$ cat src/rtl/regfile_ctrl_pkg.sv
// Shared types and request-packing helpers for the register-file write-port controller.
package regfile_ctrl_pkg;

    typedef enum logic {
        CLEAR = 1'b0,
        RUN   = 1'b1
    } ctrl_state_t;

    localparam int unsigned DEF_ADDR_WIDTH = 4;
    localparam int unsigned DEF_DATA_WIDTH = 8;
    localparam int unsigned DEF_N_REQ      = 4;

    // Width of a requester index; a single requester still needs one bit.
    function automatic int unsigned idx_width(input int unsigned n);
        return (n > 1) ? $clog2(n) : 1;
    endfunction

    // LSB of requester idx's field inside a flattened request bus.
    function automatic int unsigned field_lsb(input int unsigned idx, input int unsigned width);
        return idx * width;
    endfunction

endpackage

$ cat src/rtl/regfile_wr_ctrl_rr_arbiter.sv
// Combinational round-robin arbiter: first set request at or after ptr, wrapping.
module rr_arbiter
    import regfile_ctrl_pkg::*;
#(
    parameter int unsigned N_REQ = DEF_N_REQ,
    parameter int unsigned IW    = idx_width(N_REQ)
) (
    input  logic [N_REQ-1:0] req,
    input  logic [IW-1:0]    ptr,
    output logic [N_REQ-1:0] gnt,
    output logic [IW-1:0]    gnt_idx,
    output logic             any
);

    int unsigned idx;

    // Walk from ptr upward; the first hit is latched by the any flag.
    always_comb begin
        gnt     = '0;
        gnt_idx = '0;
        any     = 1'b0;
        idx     = 0;
        for (int unsigned k = 0; k < N_REQ; k++) begin
            idx = 32'(ptr) + k;
            if (idx >= N_REQ) begin
                idx = idx - N_REQ;
            end
            if (!any && req[idx]) begin
                any      = 1'b1;
                gnt[idx] = 1'b1;
                gnt_idx  = IW'(idx);
            end
        end
    end

endmodule

$ cat src/rtl/regfile_wr_ctrl.sv
// Register-file write-port controller: zero-fills the array after reset/clear,
// then shares the single write port among N_REQ requesters round-robin.
module regfile_wr_ctrl
    import regfile_ctrl_pkg::*;
#(
    parameter int unsigned ADDR_WIDTH = DEF_ADDR_WIDTH,
    parameter int unsigned DATA_WIDTH = DEF_DATA_WIDTH,
    parameter int unsigned N_REQ      = DEF_N_REQ
) (
    input  logic                          clk,
    input  logic                          rst,
    input  logic                          clr,
    input  logic [N_REQ-1:0]              req_valid,
    input  logic [N_REQ*ADDR_WIDTH-1:0]   req_addr,
    input  logic [N_REQ*DATA_WIDTH-1:0]   req_data,
    output logic [N_REQ-1:0]              req_ready,
    output logic                          wen1,
    output logic [ADDR_WIDTH-1:0]         ad1,
    output logic [DATA_WIDTH-1:0]         din1,
    output logic                          init_done
);

    localparam int unsigned IW = idx_width(N_REQ);

    ctrl_state_t           state_q, state_d;
    logic [ADDR_WIDTH-1:0] cnt_q,   cnt_d;
    logic [IW-1:0]         ptr_q,   ptr_d;
    logic                  wen_q,   wen_d;
    logic [ADDR_WIDTH-1:0] ad_q,    ad_d;
    logic [DATA_WIDTH-1:0] din_q,   din_d;
    logic                  done_q,  done_d;

    logic [ADDR_WIDTH-1:0] addr_arr [N_REQ];
    logic [DATA_WIDTH-1:0] data_arr [N_REQ];

    logic [N_REQ-1:0] gnt;
    logic [IW-1:0]    gnt_idx;
    logic             gnt_any;
    logic             arb_en;
    logic             accept;

    for (genvar i = 0; i < N_REQ; i++) begin : g_unpack
        assign addr_arr[i] = req_addr[field_lsb(i, ADDR_WIDTH) +: ADDR_WIDTH];
        assign data_arr[i] = req_data[field_lsb(i, DATA_WIDTH) +: DATA_WIDTH];
    end

    rr_arbiter #(
        .N_REQ (N_REQ),
        .IW    (IW)
    ) u_arb (
        .req     (req_valid),
        .ptr     (ptr_q),
        .gnt     (gnt),
        .gnt_idx (gnt_idx),
        .any     (gnt_any)
    );

    // Grants are only visible in RUN and are withheld while a clear is requested.
    always_comb begin
        arb_en    = (state_q == RUN) && !clr;
        req_ready = arb_en ? gnt : '0;
        accept    = arb_en && gnt_any;
    end

    always_comb begin
        state_d = state_q;
        cnt_d   = cnt_q;
        ptr_d   = ptr_q;
        wen_d   = wen_q;
        ad_d    = ad_q;
        din_d   = din_q;
        done_d  = done_q;
        unique case (state_q)
            CLEAR: begin
                if (clr) begin
                    cnt_d = '0;
                    wen_d = 1'b0;
                end else begin
                    wen_d = 1'b1;
                    ad_d  = cnt_q;
                    din_d = '0;
                    cnt_d = cnt_q + 1'b1;
                    if (cnt_q == '1) begin
                        state_d = RUN;
                        done_d  = 1'b1;
                    end
                end
            end
            RUN: begin
                if (clr) begin
                    state_d = CLEAR;
                    cnt_d   = '0;
                    done_d  = 1'b0;
                    wen_d   = 1'b0;
                end else if (accept) begin
                    wen_d = 1'b1;
                    ad_d  = addr_arr[gnt_idx];
                    din_d = data_arr[gnt_idx];
                    ptr_d = (32'(gnt_idx) == N_REQ - 1) ? '0 : gnt_idx + 1'b1;
                end else begin
                    wen_d = 1'b0;
                end
            end
            default: begin
                state_d = CLEAR;
            end
        endcase
    end

    always_ff @(posedge clk) begin
        if (rst) begin
            state_q <= CLEAR;
            cnt_q   <= '0;
            ptr_q   <= '0;
            wen_q   <= 1'b0;
            ad_q    <= '0;
            din_q   <= '0;
            done_q  <= 1'b0;
        end else begin
            state_q <= state_d;
            cnt_q   <= cnt_d;
            ptr_q   <= ptr_d;
            wen_q   <= wen_d;
            ad_q    <= ad_d;
            din_q   <= din_d;
            done_q  <= done_d;
        end
    end

    assign wen1      = wen_q;
    assign ad1       = ad_q;
    assign din1      = din_q;
    assign init_done = done_q;

endmodule

$ cat config.mk
export PLATFORM = sky130hd
export DESIGN_NAME = regfile_wr_ctrl
export DESIGN_NICKNAME = d
export VERILOG_FILES = /design/src/rtl/regfile_ctrl_pkg.sv /design/src/rtl/regfile_wr_ctrl_rr_arbiter.sv /design/src/rtl/regfile_wr_ctrl.sv
export SDC_FILE = /design/constraint.sdc
export NUM_CORES = 1
export LEC_CHECK = 0
export BUFFER_PORTS_ARGS = -buffer_cell sky130_fd_sc_hd__buf_2
export CAP_MARGIN = 0
export CORE_ASPECT_RATIO = 1.2
export CORE_MARGIN = 8
export CORE_UTILIZATION = 48
export DETAILED_ROUTE_END_ITERATION = 10
export PLACE_DENSITY = 0.81
export SETUP_SLACK_MARGIN = 0.5
export SLEW_MARGIN = 20
export SYNTH_ARGS = -nofsm -noshare
export SYNTH_HDL_FRONTEND = slang
export SYNTH_HIERARCHICAL = 1
export SYNTH_SLANG_ARGS = --single-unit
$ cat constraint.sdc
create_clock -name clk -period 3.7 [get_ports clk]
set_clock_uncertainty 0.05 [all_clocks]
set_input_delay 0.185 -clock clk [delete_from_list [all_inputs] [get_ports clk]]
set_output_delay 0.185 -clock clk [all_outputs]
set_load 0.02 [all_outputs]
==> results of run 1 <==
-- layout make-up --
cell class / instances / area (µm²) / area share [%]
Multi-Input combinational cell: 111 / 1120 / 53.0
Sequential cell: 21 / 420 / 20.0
Timing Repair Buffer: 77 / 398 / 18.9
Inverter: 21 / 78.8 / 3.74
Tap cell: 37 / 46.3 / 2.20
Clock buffer: 3 / 41.3 / 1.96
Clock inverter: 1 / 5.00 / 0.238
-- worst paths after layout --
check / end / slack, ns
setup / recovery: ad1[1] / 0.73
hold / removal: init_done / 0.21
setup reg to reg: ad1[1] / 0.73
hold reg to reg: init_done / 0.42
-- cell usage after synthesis (3+ instances only) --
master	instances	share of area [%]
a222oi_1	3	1.8
nor2b_1	4	1.5
nor2_1	9	2.0
a211oi_1	3	1.3
o21ai_0	6	1.8
mux2i_1	4	2.4
o32ai_1	8	4.1
nand2b_1	3	1.1
and3_1	4	1.5
buf_6	3	2.0
a21oi_1	6	1.8
mux4_1	11	17
inv_1	21	4.7
ha_1	10	7.4
a22oi_1	8	3.6
mux2_2	6	4.0
clkbuf_1	4	0.89
dfxtp_1	21	25
-- through the flow --
| stage | worst slack (ns) | area, µm² | cells |
|---|---|---|---|
| after CTS | 0.626 | 2100 | 270 |
| after detailed placement | 0.640 | 2050 | 266 |
| after global placement | 0.758 | 2050 | 266 |
| after floorplan | 0.597 | 1690 | 164 |
| after global routing | 0.584 | 2110 | 271 |
| final | 0.729 | 2110 | 271 |
-- state kept, by name (all words and copies together), names as in the netlist --
name,count
state_q,1
ptr_q,2
cnt_q,4
din1,8
ad1,4
wen1,1
init_done,1
-- worst register-to-register path: stages (launching register included) --
cell,delay (ns)
dfxtp_1,0.33
inv_1,0.11
ha_1,0.37
mux4_2,0.44
and2b_2,0.31
o21ai_0,0.10
o31ai_2,0.08
buf_4,0.26
mux4_1,0.58
o221a_2,0.25
-- what timing repair did --
| action | 4_1_cts | 5_1_grt |
|---|---|---|
| endpoints found under the setup margin | 0 | 2 |
| resized for setup | 0 | 1 |
| hold endpoints to repair | 0 | 0 |
| buffers inserted | 0 | 1 |
-- metal layers --
layer  vias to the layer above  GRT usage, %  part of all wire [%]
li1                        766             -                     -
met1                       706          17.6                    41
met2                        56          26.9                    52
met3                         4          1.83                   5.6
met4                         0          4.83                   1.1
met5                         -             0                     0
-- report_power, final --
| group | leakage [nW] | switching [mW] | internal [mW] |
|---|---|---|---|
| logic | 0.778 | 0.0492 | 0.0616 |
| clock network | 0.0255 | 0.0731 | 0.0750 |
| registers | 0.170 | 0.00255 | 0.230 |
-- logic make-up (layout without fill, tap and decap cells) --
group                    Yosys count  in the layout  share of synthesized area [%]
AO/OA/AOI/OAI                     39             39                           17.0
AND/OR/NAND/NOR                   35             35                           12.7
buffers and inverters             32            102                           9.47
multiplexers                      24             24                           27.0
flip-flops                        21             21                           24.9
adder cells (fa/ha/maj)           10             10                           7.40
XOR/XNOR                           3              3                           1.55
==> run metrics, run 1 <==
outcome finished, final reports clean; first-pass GRT wire length roughly 7000 µm; sequential area share after synthesis between 20% and 30%; hold_sp clr; critical path data arrival time 3.08 ns; RSZ-0062 raised after global routing false; Peak Freq 0.337 GHz; # DRC 0; DIE AREA roughly 0.0057 mm²; wire per inst between 15 and 20 µm; total of max-cap violations 0; global-route usage over all layers between 10% and 20%; final net count 300; Slew HR a little over two thirds; Buf/Inv on CP 2; Antenna Cells 0; Syn Std Cell Area approximately 0.0017 mm²; hold depth 3; HPWL after detailed placement approximately 3600 µm; H-Tree Level Count 1; Placer Congestion around 0.85; Hold Fails Final Rpt 0; worst r2r path cells 9; P&R area growth vs syn 24.6%; synth warn 6; Synthesized Nets around 230; synth unique cells 41; clock slew at reported path FFs around 0.07 ns; most frequent cells in the layout 72 x buf_2, 21 x inv_1, 21 x dfxtp_1; Post-synth EDFFs 0; Vias/cell 5.65; Tot Pwr about 0.5 mW; required time of the critical path 3.81 ns; Num Clock Sinks 21; Max IR drop VDD 219 µV; Crit path depth 9; largest net degree at the start of global routing 19; fin util 62.5%; clock root cell clkbuf_8; initial antenna violation count 0; vias post-DR 1,532; Pre-Repair DR Iteration Count 5; Inserted Clock Buffers 3; vias in the first global route about 1,600; Starting Density about half; Clock Latency Late Sink roughly 0.26 ns; CTS Buffer Depth 2; Seq cells post-synth 21; Post-synth ARST share 0%; CP Launch Point ptr_q[1]; Setup Crit Path Kind flip-flop to flip-flop; die width ~70 µm; CP Cell Sequence inv_1, ha_1, mux4_2, and2b_2, o21ai_0, o31ai_2, buf_4, mux4_1, o221a_2; Synth Flop Type dfxtp_1; final setup vio count 0; Hold Crit Class input pin to flip-flop; Worst-Margin Slew ~0.46 ns; 1st-iter DRT viols between 100 and 150; share of cells above drive strength 1 between 40% and 50%; I/O Pins 73; drt total wl between 4000 and 5000 µm; most common cell after layout, fill and taps aside buf_2; Placeable Area around 0.0034 mm²; CTS tree done; fillcell total 301; Max Fanout on Critical Path 13; Pleak just under 1 nW; Tcrit/Tclk final around 80%; Avg Inst Size Synth a little over 10 µm²; row cnt 23; slowest stage delay, CP 0.57 ns; die height about 80 µm; Mapped Cells roughly 160; Crit. End Element flip-flop; Detail Route Antenna Nets 0; Startpoint Class flip-flop; Top Family by Delay on Critical Path multiplexers; GR Overflow Total 0; minimum clock period slightly below 3 ns; Fin Hold WS just over 0.2 ns; Crit-path slowest cell mux4_1; Fin Setup TNS 0 ns; final-report max-slew violation count 0; IO Port Bufs slightly above 70; power per cell area roughly 230 mW/mm²; reg2reg start ptr_q[1]; cts hold-fix bufs 0
Note: power is estimated with default switching activity, not from simulation.
==> run 2, diff against run 1 <==
Clock period 3.7 ns to 2.9 ns, I/O delays scaled along.
==> run metrics, run 2 (synthesis gave the netlist of run 1 again) <==
outcome finished, final reports clean; final net count roughly 320; Pre-Repair DR Iteration Count 5; Pleak 1.04 nW; CTS tree done; Tot Pwr between 0.6 and 0.7 mW; register area 428 µm²; drt total wl between 4000 and 5000 µm; Peak Freq ~0.36 GHz; DIE AREA roughly 0.0057 mm²; Clock Latency Late Sink between 0.2 and 0.3 ns; clock slew at reported path FFs 0.07 ns; Hold Crit Class input pin to flip-flop; I/O Pins 73; Internal Power ~0.49 mW; hold depth 3; RSZ-0062 raised after global routing true; Inserted Clock Buffers 3; Psw about 0.17 mW; Worst-Margin Slew 0.454 ns; Max IR drop VDD roughly 220 µV; Crit-path slowest cell dfxtp_4; switching power share of the total between 20% and 30%; required time of the critical path 2.98 ns; GR Overflow Total 0; Starting Density 50.2%; Placeable Area 0.00337 mm²; Detail Route Antenna Nets 0; Vias/cell around 5.7; Startpoint Class flip-flop; footprint of the multi-input gates approximately 0.0012 mm²; Hold Fails Final Rpt 0; critical path data arrival time 2.84 ns; hold_sp clr; die height between 80 and 90 µm; final-report max-slew violation count 0; Flop pwr share ~45%; power per cell area around 280 mW/mm²; worst r2r path cells 10; Max Fanout on Critical Path 7; number of flip-flops under the largest register name 8; Slew HR a little over two thirds; wire per inst roughly 17 µm; H-Tree Level Count 1; die width roughly 70 µm; first-pass GRT wire length 7480 µm; IO Port Bufs 72; CTS Buffer Depth 2; most frequent cells in the layout 68 x buf_2, 19 x dfxtp_1, 17 x buf_4; # DRC 0; slowest stage delay, CP approximately 0.41 ns; Fin Hold WS 0.165 ns; HPWL after detailed placement 3630 µm; Placer Congestion between 0.8 and 0.9; total of max-cap violations 0; largest net degree at the start of global routing 19; Antenna Cells 0; row cnt 23; CP Cell Sequence inv_6, ha_4, mux4_2, nor4b_4, nor2_1, a32o_2, buf_4, mux2_4, a222oi_1, a211oi_1; Comb pwr share a little over a quarter; most common cell after layout, fill and taps aside buf_2; Worst R2R Setup Slack between 0.1 and 0.15 ns; DP Worst Slack around 0.012 ns; final setup vio count 0; R2R Path End ad1[3]; initial antenna violation count 0; fillcell total between 200 and 300; vias post-DR approximately 1,600; reg2reg start ptr_q[0]; Num Clock Sinks 21; global-route usage over all layers between 15 and 20%; final worst setup slack roughly 0.14 ns; Setup Crit Path Kind flip-flop to flip-flop; minimum clock period 2.76 ns; P&R area growth vs syn 37.2%; share of cells above drive strength 1 a little under three fifths; vias in the first global route between 1,500 and 2,000; Tcrit/Tclk final 95.1%; clock share of power 28.7%; Hold EP init_done; 1st-iter DRT viols 95; clock root cell clkbuf_8; Crit. End Element flip-flop
## run 2: cell type report
cell class | count | share of cell area, %
inverter | 21 | 3.83
timing repair buffer | 93 | 24.1
tap | 37 | 2.00
multi-input combinational | 111 | 49.7
clock buffer | 4 | 1.94
sequential | 21 | 18.5
## run 2: power groups by stage
stage | logic, mW | clock network (mW) | registers (mW)
after global routing | 0.187 | 0.208 | 0.295
final | 0.173 | 0.188 | 0.295
after detailed placement | 0.143 | 0 | 0.302
after CTS | 0.159 | 0.191 | 0.295
after global placement | 0.140 | 0 | 0.302
after floorplan | 0.0875 | 0 | 0.307
## run 2: how the worst max path moves through the flow
stage	depth (start not counted)	slack (ns)	end	startpoint
after detailed placement	10	0.01	din1[4]	ptr_q[0]
after floorplan	13	-0.0002	ad1[3]	ptr_q[0]
after CTS	9	0.15	ad1[2]	ptr_q[0]
after global routing	9	-0.01	ad1[0]	ptr_q[1]
final	10	0.14	ad1[3]	ptr_q[0]
after global placement	10	0.1	din1[6]	ptr_q[0]
## run 2: metal layers
metal  wire (µm)  vias to the layer above  global-route usage [%]
met5           0                        -                       0
met3         353                        5                    5.12
li1            -                      787                       -
met4          50                        0                    4.43
met2        2530                       60                    27.4
met1        2010                      786                    17.7
## run 2: timing repair
action | CTS | global route
resized for setup | 15 | 31
buffers inserted | 11 | 3
hold buffers | 0 | 0
endpoints found under the setup margin | 19 | 19
pin swaps | 6 | 4
## run 2: worst max-delay path, delay by kind of cell, from the launching register on
| kind | cells | cell delay (ns) |
|---|---|---|
| muxes | 2 | 0.69 |
| adders and majority gates | 1 | 0.26 |
| AOI/OAI and AO/OA | 3 | 0.66 |
| and+or+nand+nor | 2 | 0.35 |
| buffers and inverters | 2 | 0.20 |
| DFF | 1 | 0.41 |
## run 2: stage by stage
| step | area [µm²] | TNS, ns | utilization [%] | cells |
|---|---|---|---|---|
| global placement | 2100 | 0 | 62.3 | 269 |
| detailed placement | 2100 | 0 | 62.3 | 269 |
| floorplan | 1720 | -0.000199 | - | 164 |
| global route | 2320 | -0.0114 | 68.9 | 287 |
| finish | 2320 | 0 | 68.9 | 287 |
| CTS | 2250 | 0 | 66.7 | 284 |
